<file path="src/rtl/jtpinpon_objbuf.sv">
// Double line buffer for object pixels: the drawer fills one bank while the
// other is read out with hdump and cleared behind the read; banks swap on hinit.
module jtpinpon_objbuf #(
    parameter int unsigned AW = 8,
    parameter int unsigned DW = 4
) (
    input  logic          clk,
    input  logic          rst_n,
    input  logic          pxl_cen,
    input  logic          hinit,
    input  logic          LHBL,
    input  logic [8:0]    hdump,
    input  logic          wr_en,
    input  logic [8:0]    wr_addr,
    input  logic [DW-1:0] wr_data,
    output logic          ready,
    output logic          wr_bank,
    output logic [DW-1:0] pxl
);

    localparam int unsigned DEPTH = 1 << AW;
    localparam int unsigned CW    = 9;

    typedef enum logic {
        ST_INIT,
        ST_RUN
    } state_e;

    state_e            state_q, state_d;
    logic [CW-1:0]     cnt_q, cnt_d;
    logic              hinit_l_q, hinit_l_d;
    logic              wr_bank_q, wr_bank_d;
    logic              ready_q, ready_d;
    logic [DW-1:0]     pxl_q, pxl_d;
    logic              clr_pend_q, clr_pend_d;
    logic [AW-1:0]     clr_addr_q, clr_addr_d;
    logic              clr_bank_q, clr_bank_d;

    logic [DW-1:0]     mem [2][DEPTH];

    logic [1:0]           we_c;
    logic [1:0][AW-1:0]   wa_c;
    logic [1:0][DW-1:0]   wd_c;
    logic [DW-1:0]        rd_data_c;
    logic                 swap_c;
    logic                 wr_fire_c;
    logic                 rd_fire_c;

    assign rd_data_c = mem[~wr_bank_q][AW'(hdump[7:0])];
    assign swap_c    = hinit & ~hinit_l_q;
    assign wr_fire_c = wr_en & ~wr_addr[8] & (wr_data != '0);
    assign rd_fire_c = pxl_cen & ~hdump[8];

    // Next state, per-bank RAM port selection and output computation
    always_comb begin
        state_d    = state_q;
        cnt_d      = cnt_q;
        hinit_l_d  = hinit;
        wr_bank_d  = wr_bank_q;
        ready_d    = ready_q;
        pxl_d      = pxl_q;
        clr_pend_d = 1'b0;
        clr_addr_d = clr_addr_q;
        clr_bank_d = clr_bank_q;
        we_c       = '0;
        wa_c       = '0;
        wd_c       = '0;

        case (state_q)
            ST_INIT: begin
                pxl_d   = '0;
                ready_d = 1'b0;
                // cnt[8] picks the bank, cnt[7:0] the entry being zeroed
                we_c[cnt_q[8]] = 1'b1;
                wa_c[cnt_q[8]] = AW'(cnt_q[7:0]);
                cnt_d          = cnt_q + CW'(1);
                if (cnt_q == CW'(511)) begin
                    state_d = ST_RUN;
                    ready_d = 1'b1;
                end
            end
            ST_RUN: begin
                if (clr_pend_q) begin
                    we_c[clr_bank_q] = 1'b1;
                    wa_c[clr_bank_q] = clr_addr_q;
                end
                // A drawer write right after a swap may hit the bank with a
                // pending clear; the drawer's pixel takes the port.
                if (wr_fire_c) begin
                    we_c[wr_bank_q] = 1'b1;
                    wa_c[wr_bank_q] = AW'(wr_addr[7:0]);
                    wd_c[wr_bank_q] = wr_data;
                end
                if (swap_c) begin
                    wr_bank_d = ~wr_bank_q;
                end
                if (pxl_cen) begin
                    pxl_d = (LHBL && !hdump[8]) ? rd_data_c : '0;
                end
                if (rd_fire_c) begin
                    clr_pend_d = 1'b1;
                    clr_addr_d = AW'(hdump[7:0]);
                    clr_bank_d = ~wr_bank_q;
                end
            end
            default: begin
                state_d = ST_INIT;
            end
        endcase
    end

    // Control registers
    always_ff @(posedge clk or negedge rst_n) begin
        if (!rst_n) begin
            state_q    <= ST_INIT;
            cnt_q      <= '0;
            hinit_l_q  <= 1'b0;
            wr_bank_q  <= 1'b0;
            ready_q    <= 1'b0;
            pxl_q      <= '0;
            clr_pend_q <= 1'b0;
            clr_addr_q <= '0;
            clr_bank_q <= 1'b0;
        end else begin
            state_q    <= state_d;
            cnt_q      <= cnt_d;
            hinit_l_q  <= hinit_l_d;
            wr_bank_q  <= wr_bank_d;
            ready_q    <= ready_d;
            pxl_q      <= pxl_d;
            clr_pend_q <= clr_pend_d;
            clr_addr_q <= clr_addr_d;
            clr_bank_q <= clr_bank_d;
        end
    end

    // Bank storage, one write port each
    always_ff @(posedge clk) begin
        for (int b = 0; b < 2; b++) begin
            if (we_c[b]) begin
                mem[b][wa_c[b]] <= wd_c[b];
            end
        end
    end

    assign ready   = ready_q;
    assign wr_bank = wr_bank_q;
    assign pxl     = pxl_q;

endmodule

</file>
<file path="config.mk">
export PLATFORM = sky130hd
export DESIGN_NAME = jtpinpon_objbuf
export DESIGN_NICKNAME = d
export VERILOG_FILES = /design/src/rtl/jtpinpon_objbuf.sv
export SDC_FILE = /design/constraint.sdc
export NUM_CORES = 2
export LEC_CHECK = 0
export ABC_CLOCK_PERIOD_IN_PS = 6900
export CORE_MARGIN = 5
export CORE_UTILIZATION = 40
export CTS_CLUSTER_DIAMETER = 120
export CTS_CLUSTER_SIZE = 10
export DETAILED_ROUTE_END_ITERATION = 8
export DONT_BUFFER_PORTS = 1
export PLACE_DENSITY = 0.63
export SETUP_SLACK_MARGIN = 0.5
export SLEW_MARGIN = 20
export SYNTH_ARGS = -nofsm -noshare
export SYNTH_HDL_FRONTEND = slang
export SYNTH_SLANG_ARGS = --single-unit
</file>
<file path="constraint.sdc">
create_clock -name clk -period 6.9 [get_ports clk]
set_input_delay 1.38 -clock clk [delete_from_list [all_inputs] [get_ports clk]]
set_output_delay 1.38 -clock clk [all_outputs]
set_load 0.1 [all_outputs]
</file>
After elaboration in Yosys (flattened, before gate mapping)
Memories as Yosys holds them, arrays and structs flattened. Cells that the tools add are included.

Bits in registers: 27. Latch bits: 0. RAM bits: 2048. ROM bits: 0. Bits of input ports: 28. Output and inout port bits: 6. Memories: 1.

Add/subtract/negate cells: 1. Multiply operators: 0. Divide/modulo/power cells: 0. Magnitude comparators: 11. Equality and inequality tests: 2. Shifts and indexed selects: 0. Multiplexer cells: 43. Bitwise operators: 16. Reduce and logical (&&, ||, !) cells: 10.

Memory list: mem (depth 2, bits a word 1024, read ports 1, clocked after memory_dff 0, write ports 2, line 39) `logic [DW-1:0] mem [2][DEPTH];`.

Operators by type and width (number): $mux W1024 (2); $demux W4 S8 (2); $mux W16 (3); $mux W8 (5); $and A16 B16 Y16 (2); $bmux W4 S8 (1); $pmux W16 S2 (1); $mux W4 (7); $ge A9 B9 Y1 const B (3); $not A8 Y9 (3); $demux W8 S1 (3); $lt A9 B1 Y1 const B (2); $bwmux W16 (1); $add A9 B1 Y9 const B (1); $eq A9 B9 Y1 const B (1); $mux W1 (9); $and A8 B8 Y8 (1); $pmux W4 S2 (1); $logic_and A1 B1 Y1 (6); $lt A1 B2 Y1 const B (3); $mux W2 (3); $not A1 Y1 (5); $and A1 B1 Y1 (4); $demux W4 S1 (1); other kinds (8) (13).

Longest topological paths before layout
Depth in word-level cells: 16. Depth in mapped cells: 14. Depth with buffers taken out: 8.

Least setup slack after synthesis
OpenSTA, ideal clock, no wires.

Path type: input port to flip-flop. Start: input port wr_data[3]. End: memory mem[1][0] in the netlist's numbering (data pin). Library setup time: 0.873 ns. Arrival: 5.422 ns. Data required time: 6.027 ns. Slack: 0.605 ns. Stages: 4. Path buffers: 1. Cell sequence: nor4_1 -> nor4b_1 -> clkbuf_1 -> and3_1.

RTL lines: start, declared (line 15) `input logic [DW-1:0] wr_data,`; end, declared (line 39).

==> reports/metrics.csv <==
stage,metric,value,unit
clock_tree,CTS root buffer,clkbuf_16,
floorplanning,core area,206000,sq um
worst_setup_path,Crit. End Element,flip-flop,
global_route,initial antenna violation count,12,
worst_setup_path,critical setup path kind,reg2reg,
clock_tree,clock transition at the registers of the reported paths,0.06,ns
logic_synthesis,Synth area leaders,"edfxtp_1, mux4_2, mux2i_1, nor2_1, o221ai_1",
timing,final cycle utilization of the critical path,0.716,
run_status,failing checks,design-rule violations,
logic_synthesis,"Net Count, Synth",4391,
timing,post-layout minimum cycle time,4.94,ns
power,VDD IR max,0.000227,V
floorplanning,Cell Rows,167,
logic_synthesis,dominant cell type by area after synthesis,edfxtp_1,
floorplanning,Initial Util,0.401,
global_route,gr ovfl total,0,
detailed_routing,# DRC,2,
cells_and_area,Filler cells,17400,
global_route,largest net degree at the start of global routing,425,
logic_synthesis,post-synth top area share,0.743,
detailed_routing,initial DRC count,6422,
floorplanning,die area,216000,sq um
timing,RSZ-0062 raised after global routing,false,
timing,Setup TNS,0,ns
detailed_routing,Avg WL per Cell,33.3,um
worst_setup_path,worst r2r src,wr_bank$_DFFE_PN0P_,
power,P per Cell Area,267,nW/um^2
floorplanning,I/O Pins,34,
clock_tree,Hold Buf Count CTS,0,
worst_setup_path,data required time at the worst endpoint,7.40,ns
logic_synthesis,synthesized instance count,4361,
logic_synthesis,most frequent cell after synthesis,edfxtp_1,
clock_tree,H-tree depth,4,
worst_setup_path,Crit Path Max Fanout,33,
run,number of max-cap violations,0,
run_status,status,"complete, but fails checks",
clock_tree,Sink Count,2075,
timing,Setup Skew,0.0438,ns
global_route,met2 Use GR,0.339,
worst_setup_path,capturing point of the worst reg2reg path,mem[1][1006]$_DFFE_PP_,
global_route,number of global-route vias before repair,44400,
cells_and_area,area grow syn2layout,10.9,%
clock_tree,number of setup buffers added after CTS,0,
detailed_routing,first drt pass iteration count,9,
timing,max_slew headroom,0.147,
detailed_routing,Via-to-Cell Ratio,6.16,
global_route,busiest layer in global routing,met2,
logic_synthesis,Unique masters post-synth,65,
global_route,met1 GRT Util,0.295,
floorplanning,Die W,465,um
placed_design,Buffers on Ports,0,
logic_synthesis,ys async rst share,0.0130,
cells_and_area,Util after Layout,0.444,
clock_tree,post-CTS sizing,0,
clock_tree,CTS tree,built,
min_path,Hold/Removal Path Class,in2async,
worst_setup_path,"Arr. time, crit path",5.44,ns
placed_design,gpl congestion,0.899,
worst_setup_path,Reg2Reg Depth,8,
power,P_leak,22.1,nW
worst_setup_path,Worst Setup Start Kind,flip-flop,
detailed_routing,Routed Antenna Nets,0,
logic_synthesis,Most used DFF post-synth,edfxtp_1,
timing,Pins Over Slew Limit,0,
logic_synthesis,#FFs+latches synth,2075,
detailed_routing,DR vias,44200,
cells_and_area,Layout Nets,4423,
power,total power,0.0245,W
logic_synthesis,Yosys warnings,0,
global_route,first-pass GRT wire length,338,mm
clock_tree,worst skew pair latency,0.87,ns
clock_tree,CTS Buffer Depth,3,
worst_setup_path,R2R Setup Slk,1.96,ns
detailed_routing,drt total wl,239,mm
clock_tree,total CTS buffers,225,
placed_design,Detailed Place HPWL,134,mm
logic_synthesis,post-synthesis sequential area ratio,0.752,
logic_synthesis,Mapped Area,82700,sq um
global_route,Total Routing Usage GR,0.218,
timing,slew of the pin with the lowest slew margin,1.27,ns
floorplanning,chip height,465,um
cells_and_area,fraction of layout cells with a size suffix above 1,0.184,
global_route,met3 Track Usage GR,0.0534,
worst_setup_path,CP Launch Point,wr_bank$_DFFE_PN0P_,
logic_synthesis,number of synthesized flops with an enable pin,2048,
timing,Final Hold Fails,0,
logic_synthesis,Commonest cells post-synth,"edfxtp_1, nor2_1, mux4_2, mux2i_1, nand2_1",
timing,Final setup viols,0,
timing,WHS,0.209,ns
timing,FMAX,202,MHz
logic_synthesis,Mean Syn Cell Area,19.0,sq um
power by group:
group | leakage [nW] | switching (W) | internal [W] | total, W
clock network | 2.98 | 0.00465 | 0.00591 | 0.0106
logic | 4.56 | 0.000203 | 0.000117 | 0.000320
registers | 14.6 | 0.0000000885 | 0.0136 | 0.0136
cells by family (layout without fill, tap and decap cells):
group	after synthesis	count (layout)	share of synthesized area
flip-flops	2075	2075	0.752
AND/OR/NAND/NOR	904	904	0.0448
multiplexers	693	693	0.149
AO/OA/AOI/OAI	394	394	0.0347
buffers and inverters	285	393	0.0190
XOR/XNOR	8	8	0.000847
adder cells (fa/ha/maj)	2	2	0.000302
other	0	2	0
critical path: stages, from the launching register on:
cell,delay (ns)
dfrtp_4,0.94
inv_2,0.08
buf_4,0.28
or4b_1,0.76
mux2i_1,0.34
a2bb2oi_2,0.20
nor2b_1,0.47
nand2_2,0.80
nor2_1,0.66
metrics by stage:
step | cells | cell area [sq um] | setup WS (ns)
global placement | 6870 | 85500 | 1.59
floorplan | 4361 | 82700 | 0.605
finish | 7175 | 91700 | 1.96
detailed placement | 6870 | 85600 | 1.47
CTS | 7173 | 91700 | 1.98
global route | 7174 | 91700 | 1.88
final cells by class:
class / instances / area, sq um / area share
clock buffer: 289 / 5910 / 0.0645
inverter: 8 / 33.8 / 0.000368
antenna: 2 / 5.00 / 0.0000546
timing repair buffer: 82 / 816 / 0.00889
clock inverter: 14 / 253 / 0.00276
multi-input combinational: 2001 / 19200 / 0.209
tap: 2704 / 3380 / 0.0369
sequential: 2075 / 62200 / 0.678
cell usage in the layout (no fill, tap or decap), types with 26 or more instances in the layout:
cell type	synthesis	layout
clkbuf_16	0	227
clkbuf_1	150	62
edfxtp_1	2048	2048
nand2_2	0	28
a22oi_1	48	48
o221ai_1	105	105
o22ai_1	57	57
nor3_1	33	33
a21oi_1	52	52
buf_4	23	66
mux2i_1	257	257
mux4_2	428	428
nand2_1	191	160
dfrtp_1	27	26
nor2_1	568	565
o21ai_0	36	36
sequential cells by signal, indices dropped and copies added (netlist names):
register / count
clr_addr_q: 8
clr_bank_q: 1
clr_pend_q: 1
cnt_q: 9
hinit_l_q: 1
mem: 2048
pxl: 4
ready: 1
state_q: 1
wr_bank: 1
layer usage:
layer / up-vias / share of wire
li1: 17700 / -
met1: 23200 / 0.38
met2: 2768 / 0.46
met3: 470 / 0.11
met4: 2 / 0.046
met5: - / 0.000054
how the worst max path moves through the flow:
stage	end	cells past startpoint
6_report	mem[1][1006]$_DFFE_PP_	8
5_1_grt	pxl[1]$_DFFE_PN0P_	8
4_1_cts	mem[1][1005]$_DFFE_PP_	8
3_5_place_dp	mem[0][931]$_DFFE_PP_	8
3_3_place_gp	pxl[3]$_DFFE_PN0P_	8
2_1_floorplan	mem[1][0]$_DFFE_PP_	4
Note: power is estimated with default switching activity, not from simulation.
